File: config.mk
export PLATFORM = sky130hd
export DESIGN_NAME = mux_spike_demux_flat
export DESIGN_NICKNAME = d
export VERILOG_FILES = /design/src/rtl/mux_spike_demux_if.sv /design/src/rtl/mux_spike_demux.sv /design/src/flat_wrapper.sv
export SDC_FILE = /design/constraint.sdc
export NUM_CORES = 1
export LEC_CHECK = 0
export BUFFER_PORTS_ARGS = -buffer_cell sky130_fd_sc_hd__buf_4
export CAP_MARGIN = 20
export CORE_MARGIN = 3
export CORE_UTILIZATION = 60
export CTS_BUF_LIST = sky130_fd_sc_hd__clkbuf_16
export DETAILED_ROUTE_END_ITERATION = 10
export MAX_ROUTING_LAYER = met4
export PLACE_DENSITY = 0.85
export SLEW_MARGIN = 20
export SYNTH_ARGS = -nofsm -noshare
export SYNTH_HDL_FRONTEND = slang
export SYNTH_SLANG_ARGS = --single-unit
File: constraint.sdc
create_clock -name clk -period 2.41 [get_ports clk]
set_input_delay 0.3615 -clock clk [delete_from_list [all_inputs] [get_ports clk]]
set_output_delay 0.3615 -clock clk [all_outputs]
set_load 0.05 [all_outputs]
File: src/rtl/mux_spike_demux_if.sv
// Spike bus between the shared column, the demux and the downstream layer.
// The master drives column spikes and frame sync; the slave returns replays.
interface mux_spike_demux_if #(
   parameter int Q = 2
);
   logic         frame_sync;
   logic [Q-1:0] col_spikes;
   logic [Q-1:0] output_spikes1;
   logic [Q-1:0] output_spikes2;
   logic         slot;
   logic         frame_valid;
   logic         sync_err;

   modport master (
      output frame_sync,
      output col_spikes,
      input  output_spikes1,
      input  output_spikes2,
      input  slot,
      input  frame_valid,
      input  sync_err
   );

   modport slave (
      input  frame_sync,
      input  col_spikes,
      output output_spikes1,
      output output_spikes2,
      output slot,
      output frame_valid,
      output sync_err
   );
endinterface

File: src/rtl/mux_spike_demux.sv
// Splits time-multiplexed column spikes into two networks and replays
// both networks' first-spike times side by side in slot 0 of the next frame.
module mux_spike_demux #(
   parameter int Q     = 2,
   parameter int GAMMA = 16
) (
   input  logic              clk,
   input  logic              grst,
   mux_spike_demux_if.slave  bus
);
   localparam int            TW   = $clog2(GAMMA);
   localparam logic [TW-1:0] LAST = TW'(GAMMA - 1);

   logic [TW-1:0]                r_cnt;
   logic                         r_slot;
   logic [1:0][Q-1:0][TW-1:0]    r_cap_t;
   logic [1:0][Q-1:0][TW-1:0]    r_rep_t;
   logic [1:0][Q-1:0]            r_seen;
   logic [1:0][Q-1:0]            r_rep_v;
   logic [Q-1:0]                 r_out1;
   logic [Q-1:0]                 r_out2;
   logic                         r_fv;
   logic                         r_serr;

   logic                         w_resync;
   logic [TW-1:0]                w_cnt;
   logic                         w_slot;
   logic                         w_wrap;
   logic                         w_bnd;
   logic [TW-1:0]                w_ncnt;
   logic                         w_nslot;
   logic [1:0][Q-1:0][TW-1:0]    w_cap_t;
   logic [1:0][Q-1:0]            w_seen;
   logic [1:0][Q-1:0][TW-1:0]    w_cap_n;
   logic [1:0][Q-1:0]            w_seen_n;
   logic [1:0][Q-1:0][TW-1:0]    w_rep_t_n;
   logic [1:0][Q-1:0]            w_rep_v_n;
   logic [Q-1:0]                 w_out1;
   logic [Q-1:0]                 w_out2;

   // An off-grid sync turns the current cycle into slot 0 / cycle 0
   always_comb begin
      w_resync = bus.frame_sync && !(r_cnt == '0 && !r_slot);
      w_cnt    = w_resync ? '0 : r_cnt;
      w_slot   = w_resync ? 1'b0 : r_slot;
      w_wrap   = (w_cnt == LAST);
      w_bnd    = w_wrap && w_slot;
      w_ncnt   = w_wrap ? '0 : w_cnt + TW'(1);
      w_nslot  = w_slot ^ w_wrap;

      for (int s = 0; s < 2; s++) begin
         for (int q = 0; q < Q; q++) begin
            w_cap_t[s][q] = w_resync ? '0 : r_cap_t[s][q];
            w_seen[s][q]  = !w_resync && r_seen[s][q];
            if (bus.col_spikes[q] && (w_slot == s[0]) && !w_seen[s][q]) begin
               w_cap_t[s][q] = w_cnt;
               w_seen[s][q]  = 1'b1;
            end
         end
      end

      w_cap_n   = w_cap_t;
      w_seen_n  = w_seen;
      w_rep_t_n = w_resync ? '0 : r_rep_t;
      w_rep_v_n = w_resync ? '0 : r_rep_v;
      if (w_bnd) begin
         w_rep_t_n = w_cap_t;
         w_rep_v_n = w_seen;
         w_cap_n   = '0;
         w_seen_n  = '0;
      end

      // Compare against next cycle's position so outputs leave a flop
      for (int q = 0; q < Q; q++) begin
         w_out1[q] = !w_nslot && w_rep_v_n[0][q] && (w_rep_t_n[0][q] == w_ncnt);
         w_out2[q] = !w_nslot && w_rep_v_n[1][q] && (w_rep_t_n[1][q] == w_ncnt);
      end
   end

   always_ff @(posedge clk) begin
      if (grst) begin
         r_cnt   <= '0;
         r_slot  <= 1'b0;
         r_cap_t <= '0;
         r_rep_t <= '0;
         r_seen  <= '0;
         r_rep_v <= '0;
         r_out1  <= '0;
         r_out2  <= '0;
         r_fv    <= 1'b0;
         r_serr  <= 1'b0;
      end else begin
         r_cnt   <= w_ncnt;
         r_slot  <= w_nslot;
         r_cap_t <= w_cap_n;
         r_rep_t <= w_rep_t_n;
         r_seen  <= w_seen_n;
         r_rep_v <= w_rep_v_n;
         r_out1  <= w_out1;
         r_out2  <= w_out2;
         r_fv    <= w_bnd ? 1'b1 : (w_resync ? 1'b0 : r_fv);
         r_serr  <= w_resync;
      end
   end

   assign bus.output_spikes1 = r_out1;
   assign bus.output_spikes2 = r_out2;
   assign bus.slot           = w_slot;
   assign bus.frame_valid    = r_fv;
   assign bus.sync_err       = r_serr;
endmodule

File: src/flat_wrapper.sv
// flat-port wrapper written by rule: the top's interface ports become plain ports
module mux_spike_demux_flat 
#(
   parameter int Q     = 2,
   parameter int GAMMA = 16
)
  (clk, grst, bus_frame_sync, bus_col_spikes, bus_output_spikes1, bus_output_spikes2, bus_slot, bus_frame_valid, bus_sync_err);
  mux_spike_demux_if #(.Q(Q)) bus_i ();
  input  logic clk;
  input  logic grst;
  input wire logic [$bits(bus_i.frame_sync)-1:0] bus_frame_sync;
  input wire logic [$bits(bus_i.col_spikes)-1:0] bus_col_spikes;
  output wire logic [$bits(bus_i.output_spikes1)-1:0] bus_output_spikes1;
  output wire logic [$bits(bus_i.output_spikes2)-1:0] bus_output_spikes2;
  output wire logic [$bits(bus_i.slot)-1:0] bus_slot;
  output wire logic [$bits(bus_i.frame_valid)-1:0] bus_frame_valid;
  output wire logic [$bits(bus_i.sync_err)-1:0] bus_sync_err;
  assign bus_i.frame_sync = bus_frame_sync;
  assign bus_i.col_spikes = bus_col_spikes;
  assign bus_output_spikes1 = bus_i.output_spikes1;
  assign bus_output_spikes2 = bus_i.output_spikes2;
  assign bus_slot = bus_i.slot;
  assign bus_frame_valid = bus_i.frame_valid;
  assign bus_sync_err = bus_i.sync_err;
  mux_spike_demux #(.Q(Q), .GAMMA(GAMMA)) u_core (.clk(clk), .grst(grst), .bus(bus_i));
endmodule
==> results of run 1 <==
## per-stage QoR
step / std cells / utilization (%) / hold slack [ps]
after floorplan: 264 / - / 436.6
after CTS: 325 / 71.55 / 393.8
after global routing: 325 / 71.75 / 420.7
final: 325 / 71.75 / 401.1
after detailed placement: 318 / 67.27 / 448.6
after global placement: 318 / 67.27 / 445.0
## power by group through the flow
stage	combinational, mW	clock (mW)	sequential [mW]
floorplan	0.0859	0	0.878
global placement	0.117	0	0.881
detailed placement	0.118	0	0.881
CTS	0.120	0.768	0.862
global route	0.132	0.804	0.864
finish	0.122	0.765	0.863
## flip-flops by register name, indices dropped and copies added, names as in the netlist, 2 cells and up
name	count
u_core.r_cnt	4
u_core.r_rep_t	16
u_core.bus.output_spikes2	2
u_core.bus.output_spikes1	2
u_core.r_cap_t	16
u_core.r_seen	4
u_core.r_rep_v	4
## kinds of logic after synthesis
family | Yosys count
compound gates | 64
xor+xnor | 14
buf+inv | 25
flops | 51
mux | 15
simple gates | 95
## what timing repair did
action / in CTS / in global routing
gates resized for setup: 0 / 3
setup buffers: 0 / 0
endpoints found under the setup margin: 0 / 2
## per-layer routing
layer | part of all wire (%) | up-vias | GRT usage (%) | wire, um
met3 | 6.8 | 15 | 5.186 | 384
met5 | 0 | - | - | 0
met1 | 45 | 937 | 37.92 | 2541
met2 | 46 | 101 | 39.93 | 2631
li1 | - | 956 | - | -
met4 | 2.1 | 0 | 11.66 | 122
## final timing paths
kind	from	to	slack, ps	cells after the start
min	bus_frame_sync	u_core.r_slot	400	2
min reg2reg	u_core.r_rep_v[0]	u_core.r_rep_v[0]	460	2
max reg2reg	u_core.r_slot	u_core.bus.output_spikes2[1]	220	7
max	u_core.r_slot	u_core.bus.output_spikes2[1]	220	7
## layout by cell type (no fill, tap or decap), types with 6 or more instances in the layout
cell type,n
sky130_fd_sc_hd__a21oi_1,17
sky130_fd_sc_hd__and2_1,9
sky130_fd_sc_hd__buf_4,26
sky130_fd_sc_hd__dfxtp_1,49
sky130_fd_sc_hd__inv_1,6
sky130_fd_sc_hd__mux2i_1,15
sky130_fd_sc_hd__nand2_1,11
sky130_fd_sc_hd__nand3_1,9
sky130_fd_sc_hd__nor2_1,35
sky130_fd_sc_hd__nor2b_1,6
sky130_fd_sc_hd__nor3_1,6
sky130_fd_sc_hd__o211ai_1,7
sky130_fd_sc_hd__o21ai_0,9
sky130_fd_sc_hd__xor2_1,9
## cell type report
cell class | count | area [sq um]
sequential | 51 | 1023
tap | 48 | 60.06
fill | 293 | 1050
multi-input combinational | 188 | 1210
clock inverter | 2 | 33.78
inverter | 5 | 18.77
timing repair buffer | 26 | 195.2
clock buffer | 5 | 125.1
## critical path, delay by kind of cell, from the launching register on
kind | cells | cell delay [ps]
buffers and inverters | 2 | 280
AO/OA/AOI/OAI | 1 | 340
AND/OR/NAND/NOR | 3 | 690
XOR/XNOR | 1 | 120
flip-flops | 1 | 650
==> impl_metrics.ini, run 1 <==
[synthesis]
ys_async_sr_fraction_pct = 0
synth-edff-count = 0
post_synth_and_or_nand_nor_area_fraction_pct = 21.02
synth_top_family_by_area = simple AND/OR/NAND/NOR gates
synth.top_cells.by_area = sky130_fd_sc_hd__dfxtp_1 44%, sky130_fd_sc_hd__mux2i_1 6.4%, sky130_fd_sc_hd__nor2_1 5.6%, sky130_fd_sc_hd__a21oi_1 3.6%, sky130_fd_sc_hd__xor2_1 3.4%
synth_area_sq_um = 2345
post_synth_fa_ha_maj_area_fraction_pct = 0
yosys_most_used_dff = sky130_fd_sc_hd__dfxtp_1
synth.mux.area_fraction_pct = 6.403
synth.avg_cell_area_sq_um = 8.882
netlist_instances = 264
yosysMostFrequentCell = sky130_fd_sc_hd__dfxtp_1
yosysSeqAreaShare_pct = 43.54
synth-seq-cells = 51
synthesized_area_fraction_occupied_by_ao_oa_aoi_and_oai_cells_pct = 18.73
yosys-top-cells-count = 51 x sky130_fd_sc_hd__dfxtp_1, 35 x sky130_fd_sc_hd__nor2_1, 17 x sky130_fd_sc_hd__a21oi_1
synth-warning-count = 0
synth.net_count = 269
synthDominantCellAreaShare_pct = 43.54
synth_xor_area_share_pct = 5.229
synth.distinct_cells = 44
synthDominantAreaCellType = sky130_fd_sc_hd__dfxtp_1

[worst_setup_path]
path_class = flop to flop
endpoint_kind = flop
path_max_fanout = 14
timing.critical_path.from_type = flop
list_of_cells_traversed_by_the_critical_path = nand2b_1 -> inv_1 -> buf_4 -> nand2_1 -> o22ai_1 -> xor2_1 -> nor4_1
worst_ep_required_ps = 2600
timing.critical_path.arrival_ps = 2380
worst_path_largest_cell_delay_ps = 650
slowest_cell_on_crit_path = sky130_fd_sc_hd__dfxtp_1

[sta]
tightestPinTransition_ps = 588.1
max-slew-margin-rel_pct = 60.65
tns_ps = 0
crit_share_post_route_pct = 90.83
max_clock_freq_ghz = 0.4568
rsz0062_at_grt = false
finalHoldViolations = 0
final.setup_skew_ps = 4.104
worst_slack_ps = 221.1
drv_slew = 0
finalSetupViolations = 0
fin_crit_ps = 2189

[placement]
routabilityCongestion = 0.9014
port_buf_inserts = 11
place_worst_setup_slack_ps = 214.9
placed_area_sq_um = 2500
detailedPlacementHpwl_um = 3892

[run_status]
run_status = finished clean

[floorplan]
die_w_um = 68.52
placeable_core_area_sq_um = 3716
top_level_ports = 12
die_outline_height_um = 68.52
initial_utilization_pct = 63.10
floorplan.rows = 22
overall_die_area_sq_um = 4694

[pwr]
switching_share_pct = 21.41
total_switching_power_uw = 374.6
p_total_mw = 1.750
p_clk_share_pct = 43.7
vdd_ir_drop_max_mv = 0.4471
internal_power_mw = 1.375
combinationalPowerShare_pct = 7.0
power_leakage_nw = 1.050
seq_power_share_pct = 49.3
power_density_nw_per_um2 = 656.3

[detailed_routing]
post_drt_wl_per_cell_um = 17.47
drt-vias-per-instance = 6.182
dr.pass1.iters = 5
final_antenna_net_count = 0
drc = 0
drt_first_iter_violations = 279
wirelength_um = 5679
via_count = 2009

[clocking]
tritoncts = built
path_clk_slew_ps = 60
numClockSinks = 51
ctsHtreeMaxLevel = 2
numCtsBuffers = 5
root_buffer = sky130_fd_sc_hd__clkbuf_16
clock_insertion_delay_worst_skew_ps = 290
ctsLongestPathBuffers = 2
cts-hold-fix-buffers = 0

[global_routing]
antenna_found_initial = 0
total_routing_resource_utilization_after_global_routing_pct = 27.70
grt_pass1_vias = 1822
global_route.overflow_total = 0
grt_pass1_wl_um = 9273
grt_start_max_net_pins = 19

[finish]
area_growth_from_synthesis_to_final_layout_pct = 13.71
drive_above_1_share_pct = 15.16
final_area_sq_um = 2666
n_antenna_cell = 0
final_nets = 282

[worst_hold_path]
hp-class = primary input to flop

[run]
cap_violations = 0
Note: power is estimated with default switching activity, not from simulation.
==> inputs of run 2 (changes only) <==
--- a/config.mk
+++ b/config.mk
@@ -7,7 +7,6 @@
 export LEC_CHECK = 0
 export BUFFER_PORTS_ARGS = -buffer_cell sky130_fd_sc_hd__buf_4
 export CAP_MARGIN = 20
-export CORE_MARGIN = 3
 export CORE_UTILIZATION = 60
 export CTS_BUF_LIST = sky130_fd_sc_hd__clkbuf_16
 export DETAILED_ROUTE_END_ITERATION = 10
==> run 2 against run 1 <==
Effect of this change: routed wire length fell by 0.99%; worst setup slack worse by 76 ps; fmax down 3.3%; critical endpoint is now u_core.bus.output_spikes2[0]; utilization is 0.37 points lower; clock power is 9.0% lower; final cell count is 0.62% higher; critical path type unchanged; design area fell by 0.52%; total power fell by 4.2%.
==> impl_metrics.ini, run 2 (same netlist as run 1, synthesis figures left out) <==
[clocking]
cts-hold-fix-buffers = 0
path_clk_slew_ps = 70
numCtsBuffers = 5
root_buffer = sky130_fd_sc_hd__clkbuf_16
post_cts.repair.setup_buffers = 0
numClockSinks = 51
tritoncts = built
ctsHtreeMaxLevel = 2
post_cts_resized = 0
ctsLongestPathBuffers = 2
clock_insertion_delay_worst_skew_ps = 290

[global_routing]
global_route.overflow_total = 0
grt_pass1_vias = 1901
antenna_found_initial = 0
total_routing_resource_utilization_after_global_routing_pct = 31.19
grt_pass1_wl_um = 9515
grt_start_max_net_pins = 19

[pwr]
p_clk_share_pct = 41.5
total_switching_power_uw = 400.6
internal_power_mw = 1.276
power_leakage_nw = 1.042
combinationalPowerShare_pct = 7.1
seq_power_share_pct = 51.4
vdd_ir_drop_max_mv = 0.3862
switching_share_pct = 23.89
power_density_nw_per_um2 = 632.2

[run_status]
run_status = finished clean

[worst_setup_path]
r2r.worst_path.cells = 5
path_class = flop to flop
endpoint_kind = flop
critical_path_source = u_core.r_cnt[2]
path_max_fanout = 13
worst_r2r_startpoint = u_core.r_cnt[2]
timing.critical_path.arrival_ps = 2450
worst_ep_required_ps = 2600
regToRegSetupSlack_ps = 150
timing.critical_path.from_type = flop
worstReg2RegEnd = u_core.bus.output_spikes2[0]

[floorplan]
die_w_um = 64.52
overall_die_area_sq_um = 4162
die_outline_height_um = 64.52
placeable_core_area_sq_um = 3716
floorplan.rows = 22
top_level_ports = 12
initial_utilization_pct = 63.10

[placement]
placed_area_sq_um = 2507
place.detailed.instances = 319
routabilityCongestion = 0.9127
port_buf_inserts = 11
detailedPlacementHpwl_um = 3944
place_worst_setup_slack_ps = 241.8

[sta]
drv_slew = 0
worst_slack_ps = 145.4
finalHoldViolations = 0
crit_share_post_route_pct = 93.97
final.setup_skew_ps = 4.064
max_clock_freq_ghz = 0.4416
fin_crit_ps = 2265
rsz0062_at_grt = false
max-slew-margin-rel_pct = 58.38
tns_ps = 0
tightestPinTransition_ps = 622.0
finalSetupViolations = 0

[finish]
drive_above_1_share_pct = 15.05
layout.cells.most_common_list = 51 x sky130_fd_sc_hd__dfxtp_1, 35 x sky130_fd_sc_hd__nor2_1, 27 x sky130_fd_sc_hd__buf_4
final_cell_count_no_fill = 327
final_area_sq_um = 2653
biggest_regs = u_core.r_cap_t (16), u_core.r_rep_t (16)
n_antenna_cell = 0
area_growth_from_synthesis_to_final_layout_pct = 13.13
final_nets = 283
multi_input_area_sq_um = 1205
fill_cells = 291
area.sequential_sq_um = 1021
most_common_cell_after_layout_fill_and_taps_aside = sky130_fd_sc_hd__dfxtp_1

[run]
cap_violations = 0

[worst_hold_path]
worstHoldStart = bus_frame_sync
hp-class = primary input to flop
hold-path-endpoint = u_core.r_slot
holdPathStages = 2

[detailed_routing]
final_antenna_net_count = 0
wirelength_um = 5623
dr.pass1.iters = 5
drc = 0
post_drt_wl_per_cell_um = 17.20
drt_first_iter_violations = 284
drt-vias-per-instance = 6.098
via_count = 1994
[run 2: cell count changes in the layout (fill, tap and decap cells not counted), sizes merged]
cell and delta:
clkinv +2, bufinv -1, inv -1, clkinvlp +1, buf +1
[run 2: metal layers]
metal  up-vias  track usage (%)  wire (um)
met5         -                -          0
met4         0            11.94        131
met3        15            6.866        404
met2        89            47.89       2593
met1       932            40.04       2494
li1        958                -          -
[run 2: power by group through the flow]
stage / combinational, mW / sequential [mW] / clock [mW]
finish: 0.118 / 0.862 / 0.696
global route: 0.127 / 0.863 / 0.737
CTS: 0.116 / 0.862 / 0.702
detailed placement: 0.115 / 0.881 / 0
global placement: 0.113 / 0.880 / 0
floorplan: 0.0859 / 0.878 / 0
[run 2: critical path: stages, from the launching register on]
cell and delay (ps):
sky130_fd_sc_hd__dfxtp_1 470, sky130_fd_sc_hd__or4_4 610, sky130_fd_sc_hd__o21a_1 350, sky130_fd_sc_hd__o22ai_1 230, sky130_fd_sc_hd__o2111ai_1 160, sky130_fd_sc_hd__nor4_1 340
[run 2: layout make-up]
type,instances,area share (%)
Tap cell,48,2.264
Multi-Input combinational cell,188,45.42
Clock inverter,3,0.7547
Sequential cell,51,38.49
Inverter,5,0.7075
Timing Repair Buffer,27,7.642
Clock buffer,5,4.717
[run 2: through the flow]
step	utilization (%)	total power [mW]	hold WS [ps]
detailed placement	67.47	0.9962	448.4
finish	71.38	1.677	396.4
CTS	71.38	1.680	386.6
global route	71.38	1.726	413.0
global placement	67.47	0.9939	446.2
floorplan	-	0.9635	436.6
[run 2: worst max-delay path by stage]
| stage | cells after the start | endpoint | slack, ps |
|---|---|---|---|
| after floorplan | 8 | u_core.bus.output_spikes1[1] | 460 |
| after global placement | 5 | u_core.bus.output_spikes2[0] | 240 |
| after detailed placement | 6 | u_core.bus.output_spikes2[0] | 240 |
| after CTS | 6 | u_core.bus.output_spikes2[0] | 190 |
| after global routing | 6 | u_core.bus.output_spikes2[0] | 40 |
| final | 5 | u_core.bus.output_spikes2[0] | 150 |
==> inputs of run 3 (changes only) <==
==> constraint.sdc (replaced) <==
create_clock -name clk -period 2.56 [get_ports clk]
set_input_delay 0.384 -clock clk [delete_from_list [all_inputs] [get_ports clk]]
set_output_delay 0.384 -clock clk [all_outputs]
set_load 0.05 [all_outputs]
==> run 3 against run 2 <==
Effect of this change: sequential power shrank 5.3%; worst hold slack gained 15 ps; clock power shrank 9.2%; via count shrank 1.7%; register-to-register slack gained 50 ps; final cell count shrank 1.8%; worst setup slack gained 46 ps; routed wire length grew 0.75%; design area shrank 1.6%; largest cell class unchanged; highest routed layer unchanged.
==> impl_metrics.ini, run 3 (same netlist as run 1, synthesis figures left out) <==
[clocking]
numCtsBuffers = 5
post_cts_resized = 0
path_clk_slew_ps = 60
post_cts.repair.setup_buffers = 0
clock_insertion_delay_worst_skew_ps = 290
ctsHtreeMaxLevel = 2
ctsLongestPathBuffers = 2
numClockSinks = 51
cts-hold-fix-buffers = 0
root_buffer = sky130_fd_sc_hd__clkbuf_16
tritoncts = built

[finish]
layout.cells.most_common_list = 49 x sky130_fd_sc_hd__dfxtp_1, 35 x sky130_fd_sc_hd__nor2_1, 21 x sky130_fd_sc_hd__buf_4
final_util_pct = 70.24
area_growth_from_synthesis_to_final_layout_pct = 11.31
area.sequential_sq_um = 1023
final_nets = 277
most_common_cell_after_layout_fill_and_taps_aside = sky130_fd_sc_hd__dfxtp_1
drive_above_1_share_pct = 13.55
fill_cells = 289
n_antenna_cell = 0
multi_input_area_sq_um = 1210
biggest_regs = u_core.r_cap_t (16), u_core.r_rep_t (16)

[worst_hold_path]
hold-path-endpoint = u_core.r_cnt[2]
holdPathStages = 2
worstHoldStart = bus_frame_sync
hp-class = primary input to flop

[pwr]
seq_power_share_pct = 52.5
switching_share_pct = 23.09
vdd_ir_drop_max_mv = 0.4033
power_leakage_nw = 1.009
power_density_nw_per_um2 = 595.5
p_clk_share_pct = 40.6
total_switching_power_uw = 358.8
combinationalPowerShare_pct = 6.9
internal_power_mw = 1.196

[placement]
detailedPlacementHpwl_um = 3935
routabilityCongestion = 0.9420
port_buf_inserts = 11

[run_status]
run_status = finished clean

[sta]
finalSetupViolations = 0
tightestPinTransition_ps = 554.1
finalHoldViolations = 0
rsz0062_at_grt = false
max-slew-margin-rel_pct = 62.92
max_clock_freq_ghz = 0.4223
fin_crit_ps = 2368
final.setup_skew_ps = 4.088
tns_ps = 0
crit_share_post_route_pct = 92.51
drv_slew = 0

[worst_setup_path]
path_max_fanout = 12
timing.critical_path.arrival_ps = 2520
worst_path_largest_cell_delay_ps = 670
worstReg2RegEnd = u_core.bus.output_spikes1[1]
r2r.worst_path.cells = 6
list_of_cells_traversed_by_the_critical_path = and4_1 -> buf_4 -> nand3_1 -> a211oi_2 -> o2111ai_1 -> nor4_1
worst_ep_required_ps = 2710
timing.critical_path.from_type = flop
regToRegSetupSlack_ps = 190
critical_path_depth = 6
slowest_cell_on_crit_path = sky130_fd_sc_hd__dfxtp_1
endpoint_kind = flop
worst_r2r_startpoint = u_core.r_cnt[3]
critical_path.n_buffers_inverters = 1
path_class = flop to flop
cp_top_family = simple AND/OR/NAND/NOR gates

[detailed_routing]
via_count = 1961
wirelength_um = 5665
drc = 0
final_antenna_net_count = 0
post_drt_wl_per_cell_um = 17.65
drt-vias-per-instance = 6.109
dr.pass1.iters = 4
drt_first_iter_violations = 244

[floorplan]
overall_die_area_sq_um = 4162
die_outline_height_um = 64.52
placeable_core_area_sq_um = 3716
floorplan.rows = 22
top_level_ports = 12
initial_utilization_pct = 63.10
die_w_um = 64.52

[global_routing]
grt_pass1_vias = 1856
grt_pass1_wl_um = 9232
antenna_found_initial = 0
total_routing_resource_utilization_after_global_routing_pct = 30.49
grt_start_max_net_pins = 19
global_route.overflow_total = 0

[run]
cap_violations = 0
-- run 3: changes by cell type in the layout (fill, tap and decap cells not counted), sizes merged --
| cell | change |
|---|---|
| buf | -6 |
-- run 3: power by group through the flow --
stage                     sequential, mW  combinational [mW]  clock [mW]
after CTS                          0.815               0.106       0.636
after global placement             0.832               0.103           0
final                              0.816               0.107       0.632
after global routing               0.816               0.116       0.667
after detailed placement           0.833               0.104           0
after floorplan                    0.826              0.0809           0
-- run 3: worst reg2reg max path: stages, from the launching register on --
cell                        delay, ps
sky130_fd_sc_hd__dfxtp_1          670
sky130_fd_sc_hd__and4_1           430
sky130_fd_sc_hd__buf_4            200
sky130_fd_sc_hd__nand3_1          140
sky130_fd_sc_hd__a211oi_2         240
sky130_fd_sc_hd__o2111ai_1        130
sky130_fd_sc_hd__nor4_1           430
-- run 3: cell type report --
cell class,count,area share [%]
clock inverter,3,0.5753
sequential,51,39.21
clock buffer,5,4.794
inverter,5,0.7191
timing repair buffer,21,6.040
tap,48,2.301
multi-input combinational,188,46.36
-- run 3: routing by layer --
layer	GRT usage [%]	wire length (um)	vias to the layer above	share of wire, %
li1	-	-	951	-
met1	36.69	2430	913	43
met2	49.87	2728	87	48
met3	6.690	407	10	7.2
met4	11.39	99	0	1.7
met5	-	0	-	0
-- run 3: through the flow --
stage / cells / hold slack [ps] / worst slack [ps] / power, mW / cell area, sq um
final: 321 / 411.2 / 191.9 / 1.554 / 2610
after global routing: 321 / 431.9 / 8.553 / 1.599 / 2610
after CTS: 321 / 409.8 / 88.64 / 1.556 / 2603
after detailed placement: 313 / 453.7 / 146.1 / 0.9374 / 2462
after global placement: 313 / 451.1 / 161.2 / 0.9358 / 2462
after floorplan: 264 / 436.6 / 590.3 / 0.9071 / 2345
-- run 3: worst max-delay path by stage --
stage                          from                            to  slack (ps)
floorplan            bus_frame_sync  u_core.bus.output_spikes1[1]         590
global placement    u_core.r_cnt[1]  u_core.bus.output_spikes1[1]         160
detailed placement  u_core.r_cnt[1]  u_core.bus.output_spikes1[1]         150
CTS                 u_core.r_cnt[1]  u_core.bus.output_spikes1[1]          90
global route        u_core.r_cnt[0]  u_core.bus.output_spikes1[1]           9
finish              u_core.r_cnt[3]  u_core.bus.output_spikes1[1]         190
